--- src/rtl/affine_agen_pkg.sv ---
// Shared types and constants for the affine address generator.
//   agen_state_e : sequencer state encoding
//   MAX_DIMS     : upper bound on the number of nested loop dimensions
//   agen_cfg_t   : configuration record (offset, per-dim extent and stride)
//                  sized at DEF_WIDTH / MAX_DIMS
package affine_agen_pkg;

   localparam int MAX_DIMS  = 8;
   localparam int DEF_WIDTH = 16;

   typedef enum logic [1:0] {
      IDLE = 2'd0,
      RUN  = 2'd1,
      DONE = 2'd2
   } agen_state_e;

   typedef struct packed {
      logic [DEF_WIDTH-1:0]               offset;
      logic [MAX_DIMS-1:0][DEF_WIDTH-1:0] extent;
      logic [MAX_DIMS-1:0][DEF_WIDTH-1:0] stride;
   } agen_cfg_t;

endpackage

--- src/rtl/agen_dim_counter.sv ---
// One loop dimension of the affine address generator.
//   clk, rst : clock, asynchronous active-high reset
//   inc      : step the count by one
//   clr      : return the count to zero (wins over inc)
//   extent   : iteration count of this dimension, 0 behaves as 1
//   count    : current iteration index
//   at_max   : count is the final index (extent-1)
module agen_dim_counter #(
   parameter int WIDTH = 16
) (
   input  logic             clk,
   input  logic             rst,
   input  logic             inc,
   input  logic             clr,
   input  logic [WIDTH-1:0] extent,
   output logic [WIDTH-1:0] count,
   output logic             at_max
);

   logic [WIDTH-1:0] last_idx;

   // A zero extent would underflow to all-ones; pin it to a single iteration.
   assign last_idx = (extent == '0) ? '0 : extent - WIDTH'(1);
   assign at_max   = (count == last_idx);

   always_ff @(posedge clk or posedge rst) begin
      if (rst) begin
         count <= '0;
      end else if (clr) begin
         count <= '0;
      end else if (inc) begin
         count <= count + WIDTH'(1);
      end
   end

endmodule

--- src/rtl/affine_addr_gen.sv ---
// N-dimensional affine address generator. Nested counters (dim 0 innermost)
// step an address accumulator that starts at the configured offset; each
// advance adds the stride of the lowest dimension that has not yet wrapped.
// Addresses stream out over a valid/ready handshake.
//
// Optional feature macro: AGEN_BOUNDS_CHECK_EN adds cfg_limit / addr_oob
// (sticky flag for any handshaked address >= cfg_limit).
//
// Ports
//   clk, rst     : clock, asynchronous active-high reset
//   cfg_load     : capture cfg_* (IDLE only, wins over start)
//   cfg_offset   : base address
//   cfg_extent   : per-dim iteration count, dim d at [d*WIDTH +: WIDTH]
//   cfg_stride   : per-dim address delta, dim d at [d*WIDTH +: WIDTH]
//   start        : begin a sequence (IDLE only)
//   abort        : cancel, back to IDLE without done
//   addr_ready   : consumer accepts addr_out
//   addr_valid   : addr_out is valid
//   addr_out     : current address (registered)
//   addr_last    : addr_out is the final address
//   busy         : sequence in progress
//   done         : one-cycle pulse after the last handshake
//
// state | meaning
// ------+--------------------------------------------------
// IDLE  | waiting; config loads and start accepted
// RUN   | presenting addresses, advancing on each handshake
// DONE  | one cycle after the final handshake, done pulsed
module affine_addr_gen
   import affine_agen_pkg::*;
#(
   parameter int WIDTH = 16,
   parameter int DIMS  = 3
) (
   input  logic                  clk,
   input  logic                  rst,
   input  logic                  cfg_load,
   input  logic [WIDTH-1:0]      cfg_offset,
   input  logic [DIMS*WIDTH-1:0] cfg_extent,
   input  logic [DIMS*WIDTH-1:0] cfg_stride,
   input  logic                  start,
   input  logic                  abort,
   input  logic                  addr_ready,
`ifdef AGEN_BOUNDS_CHECK_EN
   input  logic [WIDTH-1:0]      cfg_limit,
   output logic                  addr_oob,
`endif
   output logic                  addr_valid,
   output logic [WIDTH-1:0]      addr_out,
   output logic                  addr_last,
   output logic                  busy,
   output logic                  done
);

   agen_state_e      state_q;
   logic [WIDTH-1:0] offset_q;
   logic [WIDTH-1:0] extent_q [DIMS];
   logic [WIDTH-1:0] stride_q [DIMS];

   // Counts are only observed through at_max; kept for debug visibility.
   logic [WIDTH-1:0] dim_count_unused [DIMS];
   logic [DIMS-1:0]  at_max;
   logic [DIMS-1:0]  inc_v;
   logic [DIMS-1:0]  clr_v;
   logic [WIDTH-1:0] delta;
   logic             lower_max;
   logic             all_max;
   logic             hs;
   logic             start_go;
   logic             adv;

   assign hs        = addr_valid & addr_ready;
   assign all_max   = &at_max;
   assign addr_last = addr_valid & all_max;
   assign busy      = (state_q == RUN);
   assign start_go  = (state_q == IDLE) & start & ~cfg_load & ~abort;
   assign adv       = (state_q == RUN) & hs & ~all_max & ~abort;

   // Carry chain: the lowest dim not at max increments and supplies the
   // stride; every dim below it is at max and rewinds to zero.
   always_comb begin
      inc_v     = '0;
      clr_v     = '0;
      delta     = '0;
      lower_max = 1'b1;
      for (int d = 0; d < DIMS; d++) begin
         if (lower_max && !at_max[d]) begin
            delta = stride_q[d];
         end
         inc_v[d]  = adv & lower_max & ~at_max[d];
         clr_v[d]  = start_go | (adv & lower_max & at_max[d]);
         lower_max = lower_max & at_max[d];
      end
   end

   for (genvar g = 0; g < DIMS; g++) begin : g_dim
      agen_dim_counter #(.WIDTH(WIDTH)) u_dim (
         .clk    (clk),
         .rst    (rst),
         .inc    (inc_v[g]),
         .clr    (clr_v[g]),
         .extent (extent_q[g]),
         .count  (dim_count_unused[g]),
         .at_max (at_max[g])
      );
   end

   always_ff @(posedge clk or posedge rst) begin
      if (rst) begin
         state_q    <= IDLE;
         offset_q   <= '0;
         addr_out   <= '0;
         addr_valid <= 1'b0;
         done       <= 1'b0;
         for (int d = 0; d < DIMS; d++) begin
            extent_q[d] <= '0;
            stride_q[d] <= '0;
         end
      end else begin
         done <= 1'b0;
         case (state_q)
            IDLE: begin
               if (cfg_load) begin
                  offset_q <= cfg_offset;
                  for (int d = 0; d < DIMS; d++) begin
                     extent_q[d] <= cfg_extent[d*WIDTH +: WIDTH];
                     stride_q[d] <= cfg_stride[d*WIDTH +: WIDTH];
                  end
               end else if (start && !abort) begin
                  state_q    <= RUN;
                  addr_valid <= 1'b1;
                  addr_out   <= offset_q;
               end
            end
            RUN: begin
               if (abort) begin
                  state_q    <= IDLE;
                  addr_valid <= 1'b0;
               end else if (hs) begin
                  if (all_max) begin
                     state_q    <= DONE;
                     addr_valid <= 1'b0;
                     done       <= 1'b1;
                  end else begin
                     addr_out <= addr_out + delta;
                  end
               end
            end
            DONE:    state_q <= IDLE;
            default: state_q <= IDLE;
         endcase
      end
   end

`ifdef AGEN_BOUNDS_CHECK_EN
   logic [WIDTH-1:0] limit_q;

   always_ff @(posedge clk or posedge rst) begin
      if (rst) begin
         limit_q  <= '0;
         addr_oob <= 1'b0;
      end else begin
         if (state_q == IDLE && cfg_load) begin
            limit_q <= cfg_limit;
         end
         if (start_go) begin
            addr_oob <= 1'b0;
         end else if (busy && hs && addr_out >= limit_q) begin
            addr_oob <= 1'b1;
         end
      end
   end
`endif

endmodule

--- config.mk ---
export PLATFORM = sky130hd
export DESIGN_NAME = affine_addr_gen
export DESIGN_NICKNAME = d
export VERILOG_FILES = /design/src/rtl/affine_agen_pkg.sv /design/src/rtl/agen_dim_counter.sv /design/src/rtl/affine_addr_gen.sv
export SDC_FILE = /design/constraint.sdc
export NUM_CORES = 1
export LEC_CHECK = 0
export BUFFER_PORTS_ARGS = -buffer_cell sky130_fd_sc_hd__clkbuf_2
export CELL_PAD_IN_SITES_DETAIL_PLACEMENT = 0
export CELL_PAD_IN_SITES_GLOBAL_PLACEMENT = 1
export CORE_ASPECT_RATIO = 0.6
export CORE_MARGIN = 5
export CORE_UTILIZATION = 49
export CTS_CLUSTER_DIAMETER = 200
export DETAILED_ROUTE_END_ITERATION = 8
export PLACE_DENSITY = 0.94
export SETUP_SLACK_MARGIN = 0.02
export SLEW_MARGIN = 0
export SYNTH_ARGS = -nofsm -noshare
export SYNTH_HDL_FRONTEND = slang
export SYNTH_SLANG_ARGS = --single-unit
--- constraint.sdc ---
create_clock -name clk -period 11.91 [get_ports clk]
set_input_delay 1.191 -clock clk [delete_from_list [all_inputs] [get_ports clk]]
set_output_delay 1.191 -clock clk [all_outputs]
set_load 0.02 [all_outputs]
==> results of run 1 <==
==> cell type report <==
cell class / count / area share [%]
inverter: 27 / 0.8619
tap: 286 / 2.900
sequential: 180 / 36.50
timing repair buffer: 145 / 6.043
multi-input combinational: 848 / 48.65
clock buffer: 19 / 3.508
clock inverter: 13 / 1.531
==> worst max-delay path by stage <==
stage | startpoint | to | slack, ns | cells after the start
2_1_floorplan | rst | addr_out[0]$_DFFE_PP0P_ | 5.83 | 1
3_3_place_gp | extent_q[32]$_DFFE_PP0P_ | addr_out[15]$_DFFE_PP0P_ | 5.37 | 24
3_5_place_dp | extent_q[32]$_DFFE_PP0P_ | addr_out[15]$_DFFE_PP0P_ | 5.18 | 24
4_1_cts | extent_q[32]$_DFFE_PP0P_ | addr_out[15]$_DFFE_PP0P_ | 5.15 | 24
5_1_grt | extent_q[32]$_DFFE_PP0P_ | addr_out[15]$_DFFE_PP0P_ | 4.50 | 24
6_report | extent_q[32]$_DFFE_PP0P_ | addr_out[15]$_DFFE_PP0P_ | 5.12 | 24
==> stage by stage <==
step	instance area (um2)	total power, mW	hold WS [ns]	instances	setup slack (ns)
after CTS	12340	1.947	0.5120	1518	5.145
final	12340	1.940	0.5064	1518	5.118
after global placement	11720	1.326	0.4900	1486	5.373
after global routing	12340	2.050	0.5211	1518	4.499
after floorplan	10910	1.184	0.4715	1128	5.832
after detailed placement	11720	1.335	0.4957	1486	5.178
==> registers in the layout (all words and copies together), names as in the netlist <==
signal	flops
addr_valid	1
addr_out	16
state_q	2
done	1
stride_q	48
offset_q	16
g_dim.u_dim.count	48
extent_q	48
==> layer usage <==
metal | track usage (%) | vias to the layer above | wire [um]
met4 | 4.348 | 2 | 279
met2 | 31.13 | 287 | 11660
li1 | - | 4308 | -
met1 | 35.37 | 4382 | 14530
met5 | 0 | - | 20
met3 | 5.305 | 24 | 1953
==> power breakdown <==
| group | internal [mW] | switching [mW] | total, mW |
|---|---|---|---|
| Combinational | 0.251 | 0.290 | 0.541 |
| Clock | 0.339 | 0.268 | 0.607 |
| Sequential | 0.695 | 0.0974 | 0.792 |
| Total | 1.28 | 0.655 | 1.94 |
==> synth_stat cells, types with 31 or more instances <==
master / instances / area (um2)
clkbuf_1: 55 / 206.5
nor2_1: 103 / 386.6
nand2_1: 66 / 247.7
nor3_1: 31 / 155.2
a21oi_1: 54 / 270.3
nand3_1: 57 / 285.3
xnor2_1: 36 / 315.3
dfrtp_1: 180 / 4504
mux2_2: 106 / 1194
xor2_1: 43 / 376.6
o21ai_0: 37 / 185.2
==> kinds of logic after synthesis <==
group	share of synthesized area, %
buffers and inverters	3.728
DFF	41.29
adders and majority gates	2.592
xor gates and xnor gates	7.593
AOI/OAI and AO/OA	13.08
muxes	12.04
and+or+nand+nor	19.67
==> layout by cell type (no fill, tap or decap), types with 5 or more instances in the layout <==
cell type / count
xnor2_1: 36
nor2_1: 103
mux2_2: 106
a211oi_1: 9
nand4_1: 24
and3_1: 26
xnor3_1: 5
clkbuf_16: 17
nor2b_1: 6
nand3_1: 57
a31oi_1: 9
or2_2: 6
nand2b_1: 8
a32oi_1: 5
xor2_1: 43
nor3_1: 31
inv_6: 6
o31ai_1: 14
inv_1: 25
nand2_1: 66
o21ai_0: 37
clkbuf_2: 137
a21o_1: 21
nor4_1: 19
ha_1: 21
mux2i_1: 12
buf_4: 8
nor3b_1: 5
or3_1: 19
or4_1: 14
dfrtp_1: 180
a21oi_1: 54
==> impl_metrics.ini, run 1 <==
[clock_network]
clk-insertion-delay-late_ns = 0.44
cts_buffers = 17
clkSinkCount = 180
clockRootBuffer = clkbuf_16
max-clock-path-buffers = 2
postCtsHoldBufs = 0
cts_tree = yes
post_cts_buffers = 0
htree_levels = 4
cts.clk_slew.worst_paths_ns = 0.07
cts_resized = 0

[timing]
skew_ns = 0.01408
slew_headroom_pct = 32.53
timing_worst_slew_pin_value_ns = 1.003
finalHoldViolCount = 0
maxSlewViolCount = 0
fmax_ghz = 0.1472
rsz0062_at_grt = no
setup_viol = 0
fin_crit_sh_pct = 57.03
final.setup.tns_ns = 0
period_minus_slack_ns = 6.792

[drt]
drt_iter0_drc = 729
firstDrtPassIters = 5
wl_per_cell_um = 18.74
drt-vias-per-instance = 5.931
routed_wl_um = 28440
drc_errors = 0
ant_nets = 0
via_count = 9003

[min_path]
min_to = offset_q[10]$_DFFE_PP0P_
hold_class = register to register
hold_start = offset_q[10]$_DFFE_PP0P_
hold_depth = 1

[yosys]
synth-main-ff-cell = dfrtp_1
synth.avg_cell_area_um2 = 9.670
ys_seq_area_share_pct = 41.29
ys_ff_latch = 180
synthesis.area_mm2 = 0.01091
synth-async-reset-ratio_pct = 100.0
syn_inst = 1128
synth_edf_count = 0
synth_fp_nets = 1268
ys_types = 81
synth_warnings = 0

[critical_path]
cp_top_family = simple AND/OR/NAND/NOR gates
cp-end-kind = register
worst_path_max_delay_cell = or4b_2
start_kind = register
crit_arrival_ns = 7.12
r2r-end = addr_out[15]$_DFFE_PP0P_
max_stage_delay_ns = 0.81
rr_worst_depth = 24
r2r-start = extent_q[32]$_DFFE_PP0P_
crit_buf_inv = 1
worstPathMaxFanout = 17
critPathRequiredTime_ns = 12.24
crit_type = register to register
cp_cell_sequence = inv_1 > ha_1 > nor3b_1 > nand4_1 > or4_1 > and3_1 > nor3_1 > nor2b_1 > and4b_1 > or4b_2 > a21oi_1 > a21o_1 > ha_1 > a211oi_1 > nor2_1 > o41ai_1 > o2111ai_1 > a21o_1 > a21oi_1 > o21a_1 > o21ai_0 > xnor2_1 > nor2_1 > a311o_1
rrSetupSlack_ns = 5.12

[layout]
antenna_cells = 0
utilization_pct = 56.17
drive_above_1_share_pct = 24.43
area_growth_pct = 13.12
layout.nets = 1359
n_fill_cell = 1953
regArea_mm2 = 0.004504
multiInputGateArea_mm2 = 0.006003

[placement]
gp_congestion = 0.8943
dp_hpwl_um = 21150
numPortBuffers = 137

[run]
cap_violations = 0

[floorplan]
die_h_um = 125.6
die_w_um = 202.6
io_pins = 138
die_area_mm2 = 0.02544
core_area_mm2 = 0.02197
rows = 42
start_util_pct = 49.66

[pwr]
vdd_drop_max_uv = 123.5
p_per_area_mw_per_mm2 = 157.2
total_leakage_power_nw = 5.382

[global_route]
antenna_found_initial = 1
grt_pass1_wl_um = 45970
globalRouteOverflowTotal = 0
grt_pass1_vias = 8520
grt_max_degree = 73
grt_util_all_layers_pct = 22.34

[outcome]
outcome = completed
No activity file was read; power rests on OpenSTA's default activity.
==> inputs of run 2 (changes only) <==
- CORE_UTILIZATION: 49 -> 41
- PLACE_DENSITY: 0.94 -> 0.85
- clock period: 11.91 -> 5.45 ns (I/O delays scaled with it)
==> impl_metrics.ini, run 2 (synthesis gave the netlist of run 1 again) <==
[layout]
multiInputGateArea_mm2 = 0.006256
drive_above_1_share_pct = 33.90
area_growth_pct = 24.18
regArea_mm2 = 0.004504
layout_commonest_cell = dfrtp_1
layout.nets = 1469
n_fill_cell = 2466
layout_common_cells = dfrtp_1, clkbuf_2, buf_4
reg.largest.list = extent_q x48, g_dim.u_dim.count x48, stride_q x48

[placement]
pre_cts_slack_ns = -0.3477
numPortBuffers = 137
dp_hpwl_um = 23480
gp_congestion = 0.9029

[critical_path]
cp-end-kind = register
worstPathMaxFanout = 5
crit_type = register to register
crit_arrival_ns = 5.78
critPathRequiredTime_ns = 5.78
start_kind = register

[global_route]
globalRouteOverflowTotal = 0
antenna_found_initial = 0
grt_max_degree = 181
grt_pass1_vias = 9106
grt_util_all_layers_pct = 21.18
grt_pass1_wl_um = 49960

[timing]
fmax_ghz = 0.1835
setup_viol = 0
timing_worst_slew_pin_value_ns = 1.105
finalHoldViolCount = 0
worst_slack_ns = 0.0003508
maxSlewViolCount = 0
fin_crit_sh_pct = 99.99
period_minus_slack_ns = 5.450
final.setup.tns_ns = 0
slew_headroom_pct = 26.36
fin_hold_ws_ns = 0.2959
skew_ns = 0.01051
rsz0062_at_grt = yes

[min_path]
hold_class = input port to async pin

[clock_network]
max-clock-path-buffers = 2
clockRootBuffer = clkbuf_16
htree_levels = 4
cts_tree = yes
cts_buffers = 17
cts.clk_slew.worst_paths_ns = 0.07
clkSinkCount = 180
postCtsHoldBufs = 0
clk-insertion-delay-late_ns = 0.45

[pwr]
netSwitchingFraction_pct = 33.80
comb_power_share_pct = 33.5
p_per_area_mw_per_mm2 = 335.9
switching_power_mw = 1.538
clkPwrFrac_pct = 29.2
power_frac_seq_pct = 37.3
p_int_mw = 3.012
vdd_drop_max_uv = 179.6
total_leakage_power_nw = 5.968

[drt]
drc_errors = 0
drt_iter0_drc = 760
routed_wl_um = 31540
firstDrtPassIters = 5
drt-vias-per-instance = 5.566
ant_nets = 0
via_count = 9479
wl_per_cell_um = 18.52

[floorplan]
die_h_um = 136.3
die_w_um = 220.6
core_area_mm2 = 0.02630
start_util_pct = 41.47
rows = 46
die_area_mm2 = 0.03007
io_pins = 138

[run]
cap_violations = 0

[outcome]
outcome = completed
-- run 2: per-layer routing --
layer,up-vias,track usage [%],routed length [um]
li1,4524,-,-
met1,4680,33.36,16050
met2,256,30.02,13410
met3,19,4.296,1768
met4,0,4.096,308
met5,-,0,0
-- run 2: stage by stage --
step                      instances  instance area [um2]  util, %  total power [mW]
final                          1703                13550    51.50             4.550
after global routing           1702                13540    51.49             4.806
after CTS                      1699                13390    50.92             4.519
after detailed placement       1663                12640    48.06             3.136
after global placement         1663                12640    48.06             3.112
after floorplan                1128                10970        -             2.610
-- run 2: final cells by class --
class / count / area share, %
antenna: 1 / 0.01847
clock buffer: 17 / 3.141
clock inverter: 15 / 1.441
inverter: 27 / 0.7759
multi-input combinational: 848 / 46.19
sequential: 180 / 33.25
tap: 360 / 3.325
timing repair buffer: 255 / 11.86
-- run 2: worst paths after layout --
| check | startpoint | end | slack [ns] | depth (start not counted) |
|---|---|---|---|---|
| worst max-delay path | extent_q[22]$_DFFE_PP0P_ | addr_out[15]$_DFFE_PP0P_ | 0.0004 | 22 |
| worst min-delay path | rst | extent_q[39]$_DFFE_PP0P_ | 0.30 | 3 |
| worst max register to register | extent_q[22]$_DFFE_PP0P_ | addr_out[15]$_DFFE_PP0P_ | 0.0004 | 22 |
| worst min register to register | stride_q[35]$_DFFE_PP0P_ | stride_q[35]$_DFFE_PP0P_ | 0.51 | 1 |
| max in group asynchronous | rst | extent_q[16]$_DFFE_PP0P_ | 4.29 | 3 |
| min in group clk | cfg_extent[0] | extent_q[32]$_DFFE_PP0P_ | 0.31 | 3 |
-- run 2: power groups by stage --
| stage | Clock (mW) | Sequential (mW) | Combinational [mW] |
|---|---|---|---|
| global placement | 0 | 1.71 | 1.41 |
| CTS | 1.36 | 1.69 | 1.47 |
| global route | 1.41 | 1.72 | 1.67 |
| finish | 1.33 | 1.69 | 1.53 |
| floorplan | 0 | 1.73 | 0.883 |
| detailed placement | 0 | 1.71 | 1.43 |
-- run 2: what timing repair did --
action	in CTS	in global routing
setup buffers	5	3
gates resized for setup	22	27
pin swaps	23	17
setup endpoints to repair	6	7
-- run 2: worst max-delay path, cell delays in order, from the launching register on --
cell and delay (ns):
dfrtp_1 0.39, or4_4 0.54, or4_4 0.59, o31a_1 0.29
a211oi_2 0.25, o32ai_2 0.13, or4_4 0.59, nand2_2 0.11
a21oi_2 0.06, a21o_1 0.19, ha_4 0.18, buf_6 0.11
a211oi_2 0.22, nor2_2 0.07, o41ai_2 0.36, o2111ai_2 0.17
a21o_1 0.20, a21oi_2 0.14, o21a_1 0.15, o21ai_1 0.07
xnor2_1 0.18, nor2_1 0.06, a311o_1 0.26
==> inputs of run 3 (changes only) <==
- CORE_ASPECT_RATIO: 0.6 -> not set
- HOLD_SLACK_MARGIN: not set -> 0.06
==> impl_metrics.ini, run 3 (synthesis gave the netlist of run 1 again) <==
[outcome]
outcome = completed

[clock_network]
max-clock-path-buffers = 2
cts_buffers = 17
cts.clk_slew.worst_paths_ns = 0.08
clk-insertion-delay-late_ns = 0.44
clockRootBuffer = clkbuf_16
htree_levels = 4
cts_tree = yes
postCtsHoldBufs = 0
clkSinkCount = 180

[timing]
worst_slack_ns = 0.1624
finalHoldViolCount = 0
timing_worst_slew_pin_value_ns = 1.191
maxSlewViolCount = 0
skew_ns = 0.01373
slew_headroom_pct = 20.60
period_minus_slack_ns = 5.288
final.setup.tns_ns = 0
rsz0062_at_grt = yes
fin_crit_sh_pct = 97.02
setup_viol = 0
fmax_ghz = 0.1891

[placement]
dp_hpwl_um = 21460
place_area_mm2 = 0.01253
gp_congestion = 0.8697
pre_cts_slack_ns = -0.2495
numPortBuffers = 137

[drt]
via_count = 9275
wl_met2_um = 13660
drt_iter0_drc = 624
routed_wl_um = 29280
drt-vias-per-instance = 5.567
wl_per_cell_um = 17.58
firstDrtPassIters = 8
drc_errors = 0
wl_met3_um = 1549
wl_met1_um = 13590
ant_nets = 0
maxUsedRoutingLayer = met4

[global_route]
globalRouteOverflowTotal = 0
grt_max_degree = 181
grt_pass1_wl_um = 47930
grt_util_all_layers_pct = 19.25
grt_pass1_vias = 9363
antenna_found_initial = 1

[min_path]
hold_class = input port to async pin

[floorplan]
die_area_mm2 = 0.02997
die_w_um = 173.1
core_area_mm2 = 0.02613
rows = 59
io_pins = 138
die_h_um = 173.1
start_util_pct = 41.74

[layout]
area_growth_pct = 23.57
reg.largest.list = extent_q x48, g_dim.u_dim.count x48, stride_q x48
layout_common_cells = dfrtp_1, clkbuf_2, mux2_2
layout.nets = 1457
drive_above_1_share_pct = 33.76
layout_commonest_cell = dfrtp_1
n_fill_cell = 2442
utilization_pct = 51.58
multiInputGateArea_mm2 = 0.006287
regArea_mm2 = 0.004507
fin_area_mm2 = 0.01348

[run]
cap_violations = 0

[pwr]
vdd_drop_max_uv = 219.2
total_leakage_power_nw = 5.929
p_per_area_mw_per_mm2 = 332.7
total_power_mw = 4.485

[critical_path]
cpMostUsedCell = or4_4
cp_cell_sequence = or4_4 > or4_4 > o31a_1 > a211oi_2 > o32ai_2 > or4_4 > nand2_1 > a21oi_2 > a21o_1 > ha_2 > buf_4 > a211oi_2 > nor2_2 > o41ai_2 > o2111ai_1 > a21o_1 > a21oi_2 > o21a_1 > o21ai_1 > xnor2_1 > nor2_1 > a311o_1
worstPathMaxFanout = 7
crit_arrival_ns = 5.61
crit_type = register to register
critPathRequiredTime_ns = 5.77
worst_path_max_delay_cell = or4_4
cp-end-kind = register
max_stage_delay_ns = 0.59
start_kind = register
-- run 3: cell types whose count changed in the layout (fill, tap and decap cells not counted), sizes merged --
cell,before,now
buf,118,106
bufinv,3,0
clkinv,6,8
inv,31,33
clkinvlp,2,1
-- run 3: path summary, 6_finish.rpt --
path	depth (start not counted)	start	slack (ns)	endpoint
worst max-delay path	22	extent_q[19]$_DFFE_PP0P_	0.16	addr_out[15]$_DFFE_PP0P_
worst min-delay path	3	rst	0.27	extent_q[43]$_DFFE_PP0P_
worst max register to register	22	extent_q[19]$_DFFE_PP0P_	0.16	addr_out[15]$_DFFE_PP0P_
worst min register to register	1	stride_q[23]$_DFFE_PP0P_	0.52	stride_q[23]$_DFFE_PP0P_
max in group asynchronous	3	rst	4.21	extent_q[33]$_DFFE_PP0P_
min in group clk	3	cfg_extent[32]	0.31	extent_q[0]$_DFFE_PP0P_
-- run 3: per-stage QoR --
step | hold WS (ns) | instances
after detailed placement | 0.4965 | 1625
after floorplan | 0.4715 | 1128
after global routing | 0.3021 | 1666
after global placement | 0.4897 | 1625
final | 0.2693 | 1666
after CTS | 0.2953 | 1659
-- run 3: area by class of cell --
cell class                 count  area share, %
antenna                        1        0.01856
inverter                      27         0.7797
clock buffer                  17          3.156
sequential                   180          33.44
timing repair buffer         243          11.26
clock inverter                15          1.597
multi-input combinational    848          46.64
tap                          335          3.110
-- run 3: worst max-delay path: cells and delay by family, from the launching register on --
family,cells,cell delay (ns)
compound gates,13,2.37
flops,1,0.38
fa+ha+maj,1,0.18
xor+xnor,1,0.18
buf+inv,1,0.14
simple gates,6,1.94
-- run 3: layer usage --
layer / up-vias / global-route usage [%]
li1: 4498 / -
met4: 0 / 5.354
met5: - / 0
met2: 200 / 31.03
met1: 4544 / 26.14
met3: 33 / 4.520
-- run 3: where the power goes --
group / switching (mW) / leakage (nW) / internal [mW]
registers: 0.166 / 2.21 / 1.52
clock network: 0.667 / 0.308 / 0.644
logic: 0.759 / 3.41 / 0.731
-- run 3: what timing repair did --
item	CTS	global route
gates resized for setup	11	44
buffers inserted	2	6
endpoints found under the setup margin	6	7
pin swaps	4	9
